===== config.mk =====
export PLATFORM = sky130hd
export DESIGN_NAME = ks_memory_flat
export DESIGN_NICKNAME = d
export VERILOG_FILES = /design/src/rtl/ks_memory_pkg.sv /design/src/rtl/ks_memory_if.sv /design/src/rtl/ks_memory_ram_1p.sv /design/src/rtl/ks_memory.sv /design/src/flat_wrapper.sv
export SDC_FILE = /design/constraint.sdc
export NUM_CORES = 1
export LEC_CHECK = 0
export ABC_AREA = 1
export CELL_PAD_IN_SITES_DETAIL_PLACEMENT = 1
export CELL_PAD_IN_SITES_GLOBAL_PLACEMENT = 1
export CORE_ASPECT_RATIO = 0.5
export CORE_UTILIZATION = 46
export DETAILED_ROUTE_END_ITERATION = 16
export PLACE_DENSITY = 0.77
export SLEW_MARGIN = 20
export SYNTH_ARGS = -nofsm -noshare
export SYNTH_HDL_FRONTEND = slang
export SYNTH_HIERARCHICAL = 1
export SYNTH_SLANG_ARGS = --single-unit

===== constraint.sdc =====
create_clock -name clk -period 2.7 [get_ports clk]
set_input_delay 0.675 -clock clk [delete_from_list [all_inputs] [get_ports clk]]
set_output_delay 0.675 -clock clk [all_outputs]
set_load 0.01 [all_outputs]

===== src/rtl/ks_memory_pkg.sv =====
// Shared types and default sizes for the K&S unified instruction/data RAM.
package ks_memory_pkg;
  localparam int KS_ADDR_W = 5;
  localparam int KS_DATA_W = 16;

  typedef enum logic [1:0] {S_IDLE, S_LOAD, S_RUN} mem_state_type;
endpackage


===== src/rtl/ks_memory_if.sv =====
// CPU data-path port, program-load port and status lines of ks_memory.
interface ks_memory_if
  import ks_memory_pkg::*;
#(
  parameter int ADDR_W = KS_ADDR_W,
  parameter int DATA_W = KS_DATA_W
);
  logic [ADDR_W-1:0] ram_addr;
  logic [DATA_W-1:0] cpu_wdata;
  logic              ram_write_enable;
  logic [DATA_W-1:0] ram_rdata;
  logic              load_start;
  logic              load_valid;
  logic [DATA_W-1:0] load_data;
  logic              load_last;
  logic              load_ready;
  logic              load_done;
  logic              cpu_rst_n;
  logic              busy;

  modport master (
    output ram_addr, cpu_wdata, ram_write_enable,
    output load_start, load_valid, load_data, load_last,
    input  ram_rdata, load_ready, load_done, cpu_rst_n, busy
  );

  modport slave (
    input  ram_addr, cpu_wdata, ram_write_enable,
    input  load_start, load_valid, load_data, load_last,
    output ram_rdata, load_ready, load_done, cpu_rst_n, busy
  );
endinterface


===== src/rtl/ks_memory_ram_1p.sv =====
// Single-port RAM with read-first registered output; contents clear on reset.
module ks_ram_1p
  import ks_memory_pkg::*;
#(
  parameter int ADDR_W = KS_ADDR_W,
  parameter int DATA_W = KS_DATA_W
) (
  input  logic              clk,
  input  logic              rst_n,
  input  logic              i_re,
  input  logic              i_we,
  input  logic [ADDR_W-1:0] i_addr,
  input  logic [DATA_W-1:0] i_wdata,
  output logic [DATA_W-1:0] o_rdata
);
  localparam int DEPTH = 2 ** ADDR_W;

  logic [DATA_W-1:0] r_mem [DEPTH];
  logic [DATA_W-1:0] r_rdata;

  // Read and write sample the same pre-edge array, giving old data on a collision.
  always_ff @(posedge clk or negedge rst_n) begin
    if (!rst_n) begin
      for (int i = 0; i < DEPTH; i++) r_mem[i] <= '0;
      r_rdata <= '0;
    end else begin
      if (i_re) r_rdata <= r_mem[i_addr];
      if (i_we) r_mem[i_addr] <= i_wdata;
    end
  end

  assign o_rdata = r_rdata;
endmodule


===== src/rtl/ks_memory.sv =====
// Unified 32x16 K&S RAM: loads a program image while holding the CPU in reset, then serves it.
module ks_memory
  import ks_memory_pkg::*;
#(
  parameter int ADDR_W     = KS_ADDR_W,
  parameter int DATA_W     = KS_DATA_W,
  parameter int LOAD_WORDS = 32
) (
  input  logic       clk,
  input  logic       rst_n,
  ks_memory_if.slave io_bus
);
  localparam int CW = ADDR_W + 1;

  mem_state_type     r_state, w_next;
  logic [CW-1:0]     r_cnt, w_cnt_next;
  logic              r_cpu_rst_n, r_busy, r_load_ready, r_load_done;
  logic              w_cpu_rst_n_nxt, w_busy_nxt, w_load_ready_nxt, w_load_done_nxt;
  logic              w_xfer, w_last_word;
  logic              w_ram_re, w_ram_we;
  logic [ADDR_W-1:0] w_ram_addr;
  logic [DATA_W-1:0] w_ram_wdata;

  assign w_xfer      = (r_state == S_LOAD) && io_bus.load_valid && r_load_ready;
  assign w_last_word = (r_cnt == CW'(LOAD_WORDS - 1)) || io_bus.load_last;

  always_ff @(posedge clk or negedge rst_n) begin
    if (!rst_n) begin
      r_state      <= S_IDLE;
      r_cnt        <= '0;
      r_cpu_rst_n  <= 1'b0;
      r_busy       <= 1'b0;
      r_load_ready <= 1'b0;
      r_load_done  <= 1'b0;
    end else begin
      r_state      <= w_next;
      r_cnt        <= w_cnt_next;
      r_cpu_rst_n  <= w_cpu_rst_n_nxt;
      r_busy       <= w_busy_nxt;
      r_load_ready <= w_load_ready_nxt;
      r_load_done  <= w_load_done_nxt;
    end
  end

  // Counter returns to 0 on the last word so it never leaves the image range.
  always_comb begin
    w_next     = r_state;
    w_cnt_next = r_cnt;
    case (r_state)
      S_IDLE: if (io_bus.load_start) begin
        w_next     = S_LOAD;
        w_cnt_next = '0;
      end
      S_LOAD: if (w_xfer) begin
        if (w_last_word) begin
          w_next     = S_RUN;
          w_cnt_next = '0;
        end else begin
          w_cnt_next = r_cnt + 1'b1;
        end
      end
      S_RUN: if (io_bus.load_start) begin
        w_next     = S_LOAD;
        w_cnt_next = '0;
      end
      default: begin
        w_next     = S_IDLE;
        w_cnt_next = '0;
      end
    endcase
  end

  // Status outputs are decoded from the next state so they flip on the state edge.
  always_comb begin
    w_cpu_rst_n_nxt  = (w_next == S_RUN);
    w_busy_nxt       = (w_next == S_LOAD);
    w_load_ready_nxt = (w_next == S_LOAD);
    w_load_done_nxt  = w_xfer && w_last_word;
    w_ram_re         = (r_state == S_RUN);
    w_ram_we         = 1'b0;
    w_ram_addr       = io_bus.ram_addr;
    w_ram_wdata      = io_bus.cpu_wdata;
    if (r_state == S_LOAD) begin
      w_ram_we    = w_xfer;
      w_ram_addr  = r_cnt[ADDR_W-1:0];
      w_ram_wdata = io_bus.load_data;
    end else if (r_state == S_RUN) begin
      w_ram_we = io_bus.ram_write_enable;
    end
  end

  ks_ram_1p #(.ADDR_W(ADDR_W), .DATA_W(DATA_W)) u_ram (
    .clk     (clk),
    .rst_n   (rst_n),
    .i_re    (w_ram_re),
    .i_we    (w_ram_we),
    .i_addr  (w_ram_addr),
    .i_wdata (w_ram_wdata),
    .o_rdata (io_bus.ram_rdata)
  );

  assign io_bus.cpu_rst_n  = r_cpu_rst_n;
  assign io_bus.busy       = r_busy;
  assign io_bus.load_ready = r_load_ready;
  assign io_bus.load_done  = r_load_done;
endmodule


===== src/flat_wrapper.sv =====
// flat-port wrapper written by rule: the top's interface ports become plain ports
module ks_memory_flat import ks_memory_pkg::*;
#(
  parameter int ADDR_W     = KS_ADDR_W,
  parameter int DATA_W     = KS_DATA_W,
  parameter int LOAD_WORDS = 32
)
  (clk, rst_n, io_bus_ram_addr, io_bus_cpu_wdata, io_bus_ram_write_enable, io_bus_load_start, io_bus_load_valid, io_bus_load_data, io_bus_load_last, io_bus_ram_rdata, io_bus_load_ready, io_bus_load_done, io_bus_cpu_rst_n, io_bus_busy);
  ks_memory_if #(.ADDR_W(ADDR_W), .DATA_W(DATA_W)) io_bus_i ();
  input  logic clk;
  input  logic rst_n;
  input wire logic [$bits(io_bus_i.ram_addr)-1:0] io_bus_ram_addr;
  input wire logic [$bits(io_bus_i.cpu_wdata)-1:0] io_bus_cpu_wdata;
  input wire logic [$bits(io_bus_i.ram_write_enable)-1:0] io_bus_ram_write_enable;
  input wire logic [$bits(io_bus_i.load_start)-1:0] io_bus_load_start;
  input wire logic [$bits(io_bus_i.load_valid)-1:0] io_bus_load_valid;
  input wire logic [$bits(io_bus_i.load_data)-1:0] io_bus_load_data;
  input wire logic [$bits(io_bus_i.load_last)-1:0] io_bus_load_last;
  output wire logic [$bits(io_bus_i.ram_rdata)-1:0] io_bus_ram_rdata;
  output wire logic [$bits(io_bus_i.load_ready)-1:0] io_bus_load_ready;
  output wire logic [$bits(io_bus_i.load_done)-1:0] io_bus_load_done;
  output wire logic [$bits(io_bus_i.cpu_rst_n)-1:0] io_bus_cpu_rst_n;
  output wire logic [$bits(io_bus_i.busy)-1:0] io_bus_busy;
  assign io_bus_i.ram_addr = io_bus_ram_addr;
  assign io_bus_i.cpu_wdata = io_bus_cpu_wdata;
  assign io_bus_i.ram_write_enable = io_bus_ram_write_enable;
  assign io_bus_i.load_start = io_bus_load_start;
  assign io_bus_i.load_valid = io_bus_load_valid;
  assign io_bus_i.load_data = io_bus_load_data;
  assign io_bus_i.load_last = io_bus_load_last;
  assign io_bus_ram_rdata = io_bus_i.ram_rdata;
  assign io_bus_load_ready = io_bus_i.load_ready;
  assign io_bus_load_done = io_bus_i.load_done;
  assign io_bus_cpu_rst_n = io_bus_i.cpu_rst_n;
  assign io_bus_busy = io_bus_i.busy;
  ks_memory #(.ADDR_W(ADDR_W), .DATA_W(DATA_W), .LOAD_WORDS(LOAD_WORDS)) u_core (.clk(clk), .rst_n(rst_n), .io_bus(io_bus_i));
endmodule

==> results.toml, run 1 <==
[status]
status = "finished, final reports clean"

[critical_path]
critPathKind = "reg2reg"
path_max_fanout = 25
cp_data_required_time_ns = 3.24
crit_path_end_kind = "register"
arrival_ns = 3.09
crit_slowest_cell = "dfrtp_1"
cp-start-kind = "register"
cp_cell_sequence = "nor2_4, inv_2, buf_6, o21ai_1, buf_12, inv_1, nor3_4, buf_4, nand2_1, nand2_1, nor2_1, nand3_1, nand2_1, inv_1"
critPathMostFrequentCell = "nand2_1"
slowest_delay_ns = 0.40

[floorplanning]
io_pins = 63
start_util_pct = 46.7
dieArea_sq_um = 55800
chipWidth_um = 333
num_rows = 60
die_h_um = 168
coreArea_sq_um = 54000

[yosys]
synth_top_family_by_area = "simple AND/OR/NAND/NOR gates"
syn_area_sq_um = 25200
synthAdderAreaFrac_pct = 0.0496
synth_area_leaders = "dfrtp_1 (53%), nand2_1 (27%), o21ai_0 (8.8%)"
synth-main-ff-cell = "dfrtp_1"
syn_nets = 3447
synth_mux_area_share_pct = 0
synthSimpleGateAreaFrac_pct = 31.0
synthesis.instances = 3403
yosysWarnings = 6
synth.distinct_cells = 27
yosys.area.top_type = "dfrtp_1"
synth_edf_count = 0
yosysMostFrequentCell = "nand2_1"
synth_seq_cells = 539
ys_seq_area_share_pct = 53.5
synth.top_cells.by_count = "nand2_1 (1810), dfrtp_1 (539), o21ai_0 (446)"
synth_area_per_cell_sq_um = 7.41
async_reset_ff_share_pct = 100
synth_xor_area_share_pct = 0
synth_compound_area_share_pct = 10.3
yosysTopAreaCellShare_pct = 53.5

[min_path]
hp-class = "reg2reg"

[placement]
hpwl_mm = 58.3
gp_congestion = 0.885
place_inst = 4121
portBuffers = 62
dpl_worst_slack_ns = -0.233
placed_area_sq_um = 28100

[global_route]
grt_pass1_vias = 23800
grt_usage_pct = 32.5
grt_overflow = 0
grt_max_degree = 99
grt_pass1_wl_mm = 141
antenna_found_initial = 1

[route]
drcViolationCount = 0
drtIter0Drc = 1842
dr_total_vias = 23000
vias_per_cell = 5.47
ant_nets = 0
drt_wl_total_mm = 88.6
drt_pass1_iterations = 5
routedWlPerCell_um = 21.0

[clock_network]
cts_tree = "built"
cts_made_buffers = 51
post-cts-setup-buffer-count = 0
clock_latency_ns = 0.61
root_buffer = "clkbuf_16"
htreeDepth = 2
cts.sinks = 539
cts_buffer_depth = 3
clkTransAtPathRegs_ns = 0.06

[final_layout]
fin_util_pct = 55.3
drive_above_1_share_pct = 9.17
fin_area_sq_um = 29900
fin_nets = 3506
multi_input_area_sq_um = 10500
syn_to_final_growth_pct = 18.4
nFillCells = 6658
instances_no_fill = 4214
ff_latch_area_sq_um = 13500

[timing]
clock_skew_ns = 0.0141
worstMarginPinSlew_ns = 0.650
worst_hold_slack_ns = 0.485
post-route-period-util_pct = 94.4
drv_slew = 0
min_period_ns = 2.55
max_slew_margin_pct = 56.6
hold_viol = 0
layout_setup_ws_ns = 0.151
setup_violations = 0
setup_tns_ns = 0
rsz0062_at_grt = "no"
max_freq_mhz = 392

[power]
cellPowerDensity_nw_per_um2 = 1130
p_leak_nw = 15.3
power.total_mw = 33.7
ir_drop_mv = 0.885

[job]
maxCapViolCount = 0
[worst paths after layout]
path                                                 end  cells past startpoint               startpoint  slack (ns)
worst max register to register  u_core/u_ram/o_rdata[10]                     14        u_core/r_state[1]        0.15
worst max-delay path            u_core/u_ram/o_rdata[10]                     14        u_core/r_state[1]        0.15
max in group asynchronous        u_core/u_ram/r_mem[267]                      3                    rst_n        1.26
worst min register to register   u_core/u_ram/r_mem[510]                      2  u_core/u_ram/r_mem[510]        0.49
min in group asynchronous        u_core/u_ram/r_mem[355]                      2                    rst_n        0.54
worst min-delay path             u_core/u_ram/r_mem[510]                      2  u_core/u_ram/r_mem[510]        0.49
[layout make-up]
cell class	instances	share of cell area, %
flip-flops and latches	539	45.2
diodes	1	0.00838
clock inverters	18	0.733
well taps	713	2.99
clock buffers	73	5.09
inverters	73	0.951
repair buffers	254	9.94
multi-input cells	2543	35.1
[repair_timing]
| item | 4_1_cts | 5_1_grt |
|---|---|---|
| hold buffers | 1 | 0 |
| endpoints found under the hold margin | 19 | 0 |
| gates resized for setup | 0 | 5 |
| setup endpoints to repair | 0 | 40 |
[critical path, delay by kind of cell (launching register included)]
family | cells | cell delay [ns]
AND/OR/NAND/NOR | 7 | 0.95
AO/OA/AOI/OAI | 1 | 0.31
buffers and inverters | 6 | 0.79
flip-flops | 1 | 0.40
[routing by layer]
metal  track usage, %  wire length (um)
met4             7.41              1770
met3             5.18              5240
met2             49.5             38700
met5                0                 0
met1             48.6             43000
[state kept, by name, summed over array words and instances, names as in the netlist]
register                  flops
u_core/io_bus.cpu_rst_n       1
u_core/u_ram/r_mem          512
u_core/io_bus.load_ready      1
u_core/u_ram/o_rdata         16
u_core/r_cnt                  6
u_core/io_bus.load_done       1
u_core/r_state                2
[kinds of logic (layout without fill, tap and decap cells)]
logic type | Yosys count | in the layout
AO/OA/AOI/OAI | 521 | 521
adder cells (fa/ha/maj) | 1 | 1
buffers and inverters | 321 | 418
flip-flops | 539 | 539
other | 0 | 1
AND/OR/NAND/NOR | 2021 | 2021
[placed cells by master (no fill, tap or decap), drive strengths merged]
| cell type | netlist | final |
|---|---|---|
| nand2 | 1811 | 1811 |
| dfrtp | 539 | 539 |
| o21ai | 456 | 456 |
| buf | 73 | 192 |
| nor2 | 117 | 117 |
| clkbuf | 175 | 73 |
| inv | 72 | 72 |
| a21oi | 65 | 65 |
| clkdlybuf4s50 | 0 | 61 |
| nand3 | 61 | 61 |
| or2 | 17 | 17 |
| clkinv | 1 | 14 |
| nor3 | 8 | 8 |
| bufinv | 0 | 5 |
| nand4 | 5 | 5 |
| nor4 | 2 | 2 |
| diode | 0 | 1 |
| dlygate4sd3 | 0 | 1 |
| ha | 1 | 1 |
[where the power goes]
group	internal [mW]	total, mW	switching (mW)
combinational	4.77	13.8	8.98
sequential	10.7	12.3	1.59
clock	4.38	7.69	3.31
total	19.8	33.7	13.9
Power figures use the tool's default switching activity.
==> run 2: changes to the inputs <==
--- a/config.mk
+++ b/config.mk
@@ -11,6 +11,7 @@
 export CORE_ASPECT_RATIO = 0.5
 export CORE_UTILIZATION = 46
 export DETAILED_ROUTE_END_ITERATION = 16
+export MAX_ROUTING_LAYER = met4
 export PLACE_DENSITY = 0.77
 export SLEW_MARGIN = 20
 export SYNTH_ARGS = -nofsm -noshare
==> results.toml, run 2 (synthesized netlist as in run 1, its figures left out) <==
[clock_network]
cts_buffer_depth = 3
cts_tree = "built"
clock_latency_ns = 0.60
root_buffer = "clkbuf_16"
cts_made_buffers = 51
cts.sinks = 539
clkTransAtPathRegs_ns = 0.06
htreeDepth = 2

[final_layout]
syn_to_final_growth_pct = 18.4
fin_nets = 3506
nFillCells = 6658
final_common_cell = "nand2_1"
instances_no_fill = 4215
regMostFlops = "u_core/u_ram/r_mem"
fin_util_pct = 55.3
largest_register_ffs = 512
final_cell_mix = "nand2_1 (1808), dfrtp_1 (539), o21ai_0 (444)"
drive_above_1_share_pct = 9.17

[route]
vias_per_cell = 5.49
top_layer_used = "met4"
drtIter0Drc = 1893
drcViolationCount = 0
met3_length_mm = 5.52
drt_pass1_iterations = 5
drt_wl_total_mm = 88.6
ant_nets = 0
met2_wirelength_mm = 38.9
routedWlPerCell_um = 21.0
wl_met1_mm = 42.6
dr_total_vias = 23100

[power]
cellPowerDensity_nw_per_um2 = 1130
power.total_mw = 33.7
p_leak_nw = 15.3
ir_drop_mv = 0.889

[floorplanning]
start_util_pct = 46.7
die_h_um = 168
io_pins = 63
dieArea_sq_um = 55800
num_rows = 60
chipWidth_um = 333
coreArea_sq_um = 54000

[placement]
portBuffers = 62
place_inst = 4121
gp_congestion = 0.900
hpwl_mm = 58.3

[critical_path]
reg2reg_depth = 14
crit_path_end_kind = "register"
cp_data_required_time_ns = 3.24
slowest_delay_ns = 0.40
cp-start-kind = "register"
r2r_slack_ns = 0.16
path_max_fanout = 25
rr_startpoint = "u_core/r_state[1]"
critPathMostFrequentCell = "nand2_1"
crit_slowest_cell = "dfrtp_1"
r2r_end = "u_core/u_ram/o_rdata[10]"
cp_cell_sequence = "nor2_4, inv_2, buf_6, o21ai_1, buf_12, inv_1, nor3_4, buf_4, nand2_1, nand2_1, nor2_1, nand3_1, nand2_1, inv_1"
arrival_ns = 3.08
critPathKind = "reg2reg"

[min_path]
hp-start = "u_core/u_ram/r_mem[197]"
holdPathEnd = "u_core/u_ram/r_mem[197]"
holdPathStages = 2
hp-class = "reg2reg"

[timing]
max_slew_margin_pct = 57.2
clock_skew_ns = 0.0128
drv_slew = 0
min_period_ns = 2.54
worstMarginPinSlew_ns = 0.642
setup_tns_ns = 0
worst_hold_slack_ns = 0.486
rsz0062_at_grt = "no"
hold_viol = 0
setup_violations = 0
max_freq_mhz = 394
post-route-period-util_pct = 93.9

[global_route]
grt_max_degree = 99
grt_pass1_vias = 23800
grt_overflow = 0
grt_pass1_wl_mm = 141
grt_usage_pct = 33.5
antenna_found_initial = 1

[status]
status = "finished, final reports clean"

[job]
maxCapViolCount = 0
[run 2: cell types whose count changed in the layout (fill, tap and decap cells not counted)]
cell and delta:
diode_2 +1
[run 2: cell type report]
type	instances	area (sq um)	area share (%)
diodes	2	5.00	0.0168
multi-input cells	2543	10500	35.1
flip-flops and latches	539	13500	45.2
well taps	713	892	2.99
repair buffers	254	2970	9.94
inverters	73	284	0.951
clock inverters	18	219	0.733
clock buffers	73	1520	5.09
[run 2: worst max-delay path by stage]
stage                                   from                       end  slack, ns
after CTS                  u_core/r_state[1]  u_core/u_ram/o_rdata[11]       0.06
after global placement    io_bus_ram_addr[0]   u_core/u_ram/o_rdata[7]      -0.26
after detailed placement  io_bus_ram_addr[0]  u_core/u_ram/o_rdata[11]      -0.23
after floorplan            u_core/r_state[0]   u_core/u_ram/r_mem[433]       0.31
final                      u_core/r_state[1]  u_core/u_ram/o_rdata[10]       0.16
after global routing       u_core/r_state[1]  u_core/u_ram/o_rdata[11]       0.02
[run 2: per-layer routing]
| layer | vias up | GRT usage, % |
|---|---|---|
| met2 | 615 | 49.5 |
| met3 | 111 | 4.99 |
| met4 | 0 | 7.37 |
| met5 | - | - |
| li1 | 10700 | - |
| met1 | 11700 | 48.6 |
[run 2: what timing repair did]
action / in CTS / in global routing
buffers inserted: 0 / 0
endpoints found under the setup margin: 0 / 38
hold buffers: 1 / 0
resized for setup: 0 / 5
endpoints found under the hold margin: 19 / 0
[run 2: power by group]
group / internal, mW / leakage [nW] / switching, mW
combinational: 4.77 / 7.14 / 8.98
clock: 4.38 / 0.871 / 3.30
sequential: 10.7 / 7.30 / 1.60
total: 19.8 / 15.3 / 13.9
[run 2: critical path, delay by kind of cell, from the launching register on]
family	cells	cell delay, ns
DFF	1	0.40
AOI/OAI and AO/OA	1	0.31
and+or+nand+nor	7	0.93
buffers and inverters	6	0.79
[run 2: stage by stage]
stage          instance area [sq um]  setup WS (ns)
3_5_place_dp                   28100         -0.233
6_report                       29900          0.165
5_1_grt                        29900         0.0158
4_1_cts                        29800         0.0559
2_1_floorplan                  25200          0.306
3_3_place_gp                   28100         -0.256
==> run 3: changes to the inputs <==
--- a/config.mk
+++ b/config.mk
@@ -9,10 +9,11 @@
 export CELL_PAD_IN_SITES_DETAIL_PLACEMENT = 1
 export CELL_PAD_IN_SITES_GLOBAL_PLACEMENT = 1
 export CORE_ASPECT_RATIO = 0.5
-export CORE_UTILIZATION = 46
+export CORE_MARGIN = 3
+export CORE_UTILIZATION = 41
 export DETAILED_ROUTE_END_ITERATION = 16
 export MAX_ROUTING_LAYER = met4
-export PLACE_DENSITY = 0.77
+export PLACE_DENSITY = 0.69
 export SLEW_MARGIN = 20
 export SYNTH_ARGS = -nofsm -noshare
 export SYNTH_HDL_FRONTEND = slang
==> results.toml, run 3 (synthesized netlist as in run 1, its figures left out) <==
[clock_network]
clkTransAtPathRegs_ns = 0.07
cts.sinks = 539
cts_tree = "built"
root_buffer = "clkbuf_16"
post-cts-setup-buffer-count = 0
cts_buffer_depth = 3
clock_latency_ns = 0.61
htreeDepth = 2
cts_made_buffers = 51

[global_route]
grt_max_degree = 72
grt_pass1_wl_mm = 142
grtUsageMet3_pct = 5.46
grt_use_met1_pct = 42.6
grt_usage_pct = 29.3
use_met2_pct = 42.6
grt_overflow = 0
antenna_found_initial = 9
top_usage_layer = "met2"
grt_pass1_vias = 23600

[timing]
clock_skew_ns = 0.0217
rsz0062_at_grt = "yes"
setup_violations = 0
setup_tns_ns = 0
max_freq_mhz = 380
hold_viol = 0
min_period_ns = 2.63
post-route-period-util_pct = 97.3
drv_slew = 0
max_slew_margin_pct = 46.2
worstMarginPinSlew_ns = 0.806

[critical_path]
critPathKind = "reg2reg"
crit_path_end_kind = "register"
critPathMostFrequentCell = "nand2_1"
r2r_slack_ns = 0.07
arrival_ns = 3.16
endpoint = "u_core/u_ram/o_rdata[1]"
path_max_fanout = 25
startpoint = "u_core/r_state[0]"
slowest_delay_ns = 0.40
crit_slowest_cell = "dfrtp_1"
rr_startpoint = "u_core/r_state[0]"
reg2reg_depth = 17
cp-start-kind = "register"
cp_cell_sequence = "inv_2, nor2_4, inv_2, buf_6, nand2_1, nand2_4, inv_4, nor2_2, buf_12, nand2_1, nand3_1, nand2_1, nand2_1, inv_1, nand3_1, nand2_1, inv_1"
r2r_end = "u_core/u_ram/o_rdata[1]"
cp_data_required_time_ns = 3.23

[placement]
portBuffers = 62
place_inst = 4238
hpwl_mm = 59.4
placed_area_sq_um = 28500
gp_congestion = 0.856

[power]
p_leak_nw = 15.5
ir_drop_mv = 0.613
switching_power_mw = 14.1
power.share.clock_pct = 22.8
power_frac_seq_pct = 35.9
internal-power_mw = 20.0
switching_share_pct = 41.3
power.total_mw = 34.1
cellPowerDensity_nw_per_um2 = 1120
p_comb_share_pct = 41.3

[floorplanning]
io_pins = 63
coreArea_sq_um = 60100
die_h_um = 181
num_rows = 63
start_util_pct = 42.0
dieArea_sq_um = 64700
chipWidth_um = 357

[final_layout]
final_common_cell = "nand2_1"
instances_no_fill = 4332
final_cell_mix = "nand2_1 (1809), dfrtp_1 (539), o21ai_0 (444)"
largest_register_ffs = 512
fin_nets = 3524
regMostFlops = "u_core/u_ram/r_mem"
drive_above_1_share_pct = 9.75
syn_to_final_growth_pct = 20.0
fin_area_sq_um = 30300

[job]
maxCapViolCount = 0

[status]
status = "finished, final reports clean"

[route]
dr_total_vias = 23000
routedWlPerCell_um = 21.0
drcViolationCount = 0
drt_pass1_iterations = 5
ant_nets = 0
drtIter0Drc = 1999
drt_wl_total_mm = 90.8
vias_per_cell = 5.31

[min_path]
hp-class = "reg2reg"
-- run 3: timing repair --
item	4_1_cts	5_1_grt
endpoints found under the setup margin	1	148
gates cloned	0	0
resized for setup	1	8
hold buffers	1	0
endpoints found under the hold margin	29	0
-- run 3: power by group through the flow --
| stage | sequential [mW] | clock, mW | combinational (mW) |
|---|---|---|---|
| after CTS | 12.2 | 7.95 | 14.0 |
| final | 12.2 | 7.78 | 14.1 |
| after global placement | 12.2 | 0 | 13.6 |
| after detailed placement | 12.3 | 0 | 13.9 |
| after floorplan | 11.9 | 0 | 7.35 |
| after global routing | 12.5 | 8.33 | 15.5 |
-- run 3: worst min-delay path by stage --
stage                       startpoint                       to  slack, ns  depth (start not counted)
5_1_grt        u_core/u_ram/r_mem[442]  u_core/u_ram/r_mem[442]       0.50                          2
3_3_place_gp   u_core/u_ram/r_mem[272]  u_core/u_ram/r_mem[272]       0.47                          2
4_1_cts         u_core/u_ram/r_mem[87]   u_core/u_ram/r_mem[87]       0.49                          2
3_5_place_dp    u_core/u_ram/r_mem[87]   u_core/u_ram/r_mem[87]       0.47                          2
2_1_floorplan                    rst_n  u_core/io_bus.cpu_rst_n       0.38                          0
6_report       u_core/u_ram/r_mem[181]  u_core/u_ram/r_mem[181]       0.48                          2
-- run 3: layout make-up --
class / count / area (sq um)
inverter: 73 / 287
timing repair buffer: 272 / 3220
antenna: 1 / 2.50
fill: 7412 / 29800
clock inverter: 18 / 240
multi-input combinational: 2543 / 10500
sequential: 539 / 13500
clock buffer: 74 / 1530
tap: 812 / 1020
-- run 3: metrics by stage --
stage	hold WS [ns]	setup WS, ns	util, %
4_1_cts	0.489	0.0159	50.4
3_5_place_dp	0.473	-0.499	47.4
2_1_floorplan	0.379	0.306	-
5_1_grt	0.499	-0.0129	50.4
6_report	0.484	0.0716	50.4
3_3_place_gp	0.465	-0.499	47.4
-- run 3: per-layer routing --
| layer | share of wire [%] | routed length [um] |
|---|---|---|
| met1 | 48 | 43900 |
| met3 | 6.6 | 6000 |
| met2 | 43 | 38800 |
| met5 | 0 | 0 |
| met4 | 2.3 | 2090 |
-- run 3: worst max-delay path, delay by kind of cell (launching register included) --
family        cells  cell delay [ns]
buf+inv           7             0.83
simple gates     10             1.30
flops             1             0.40
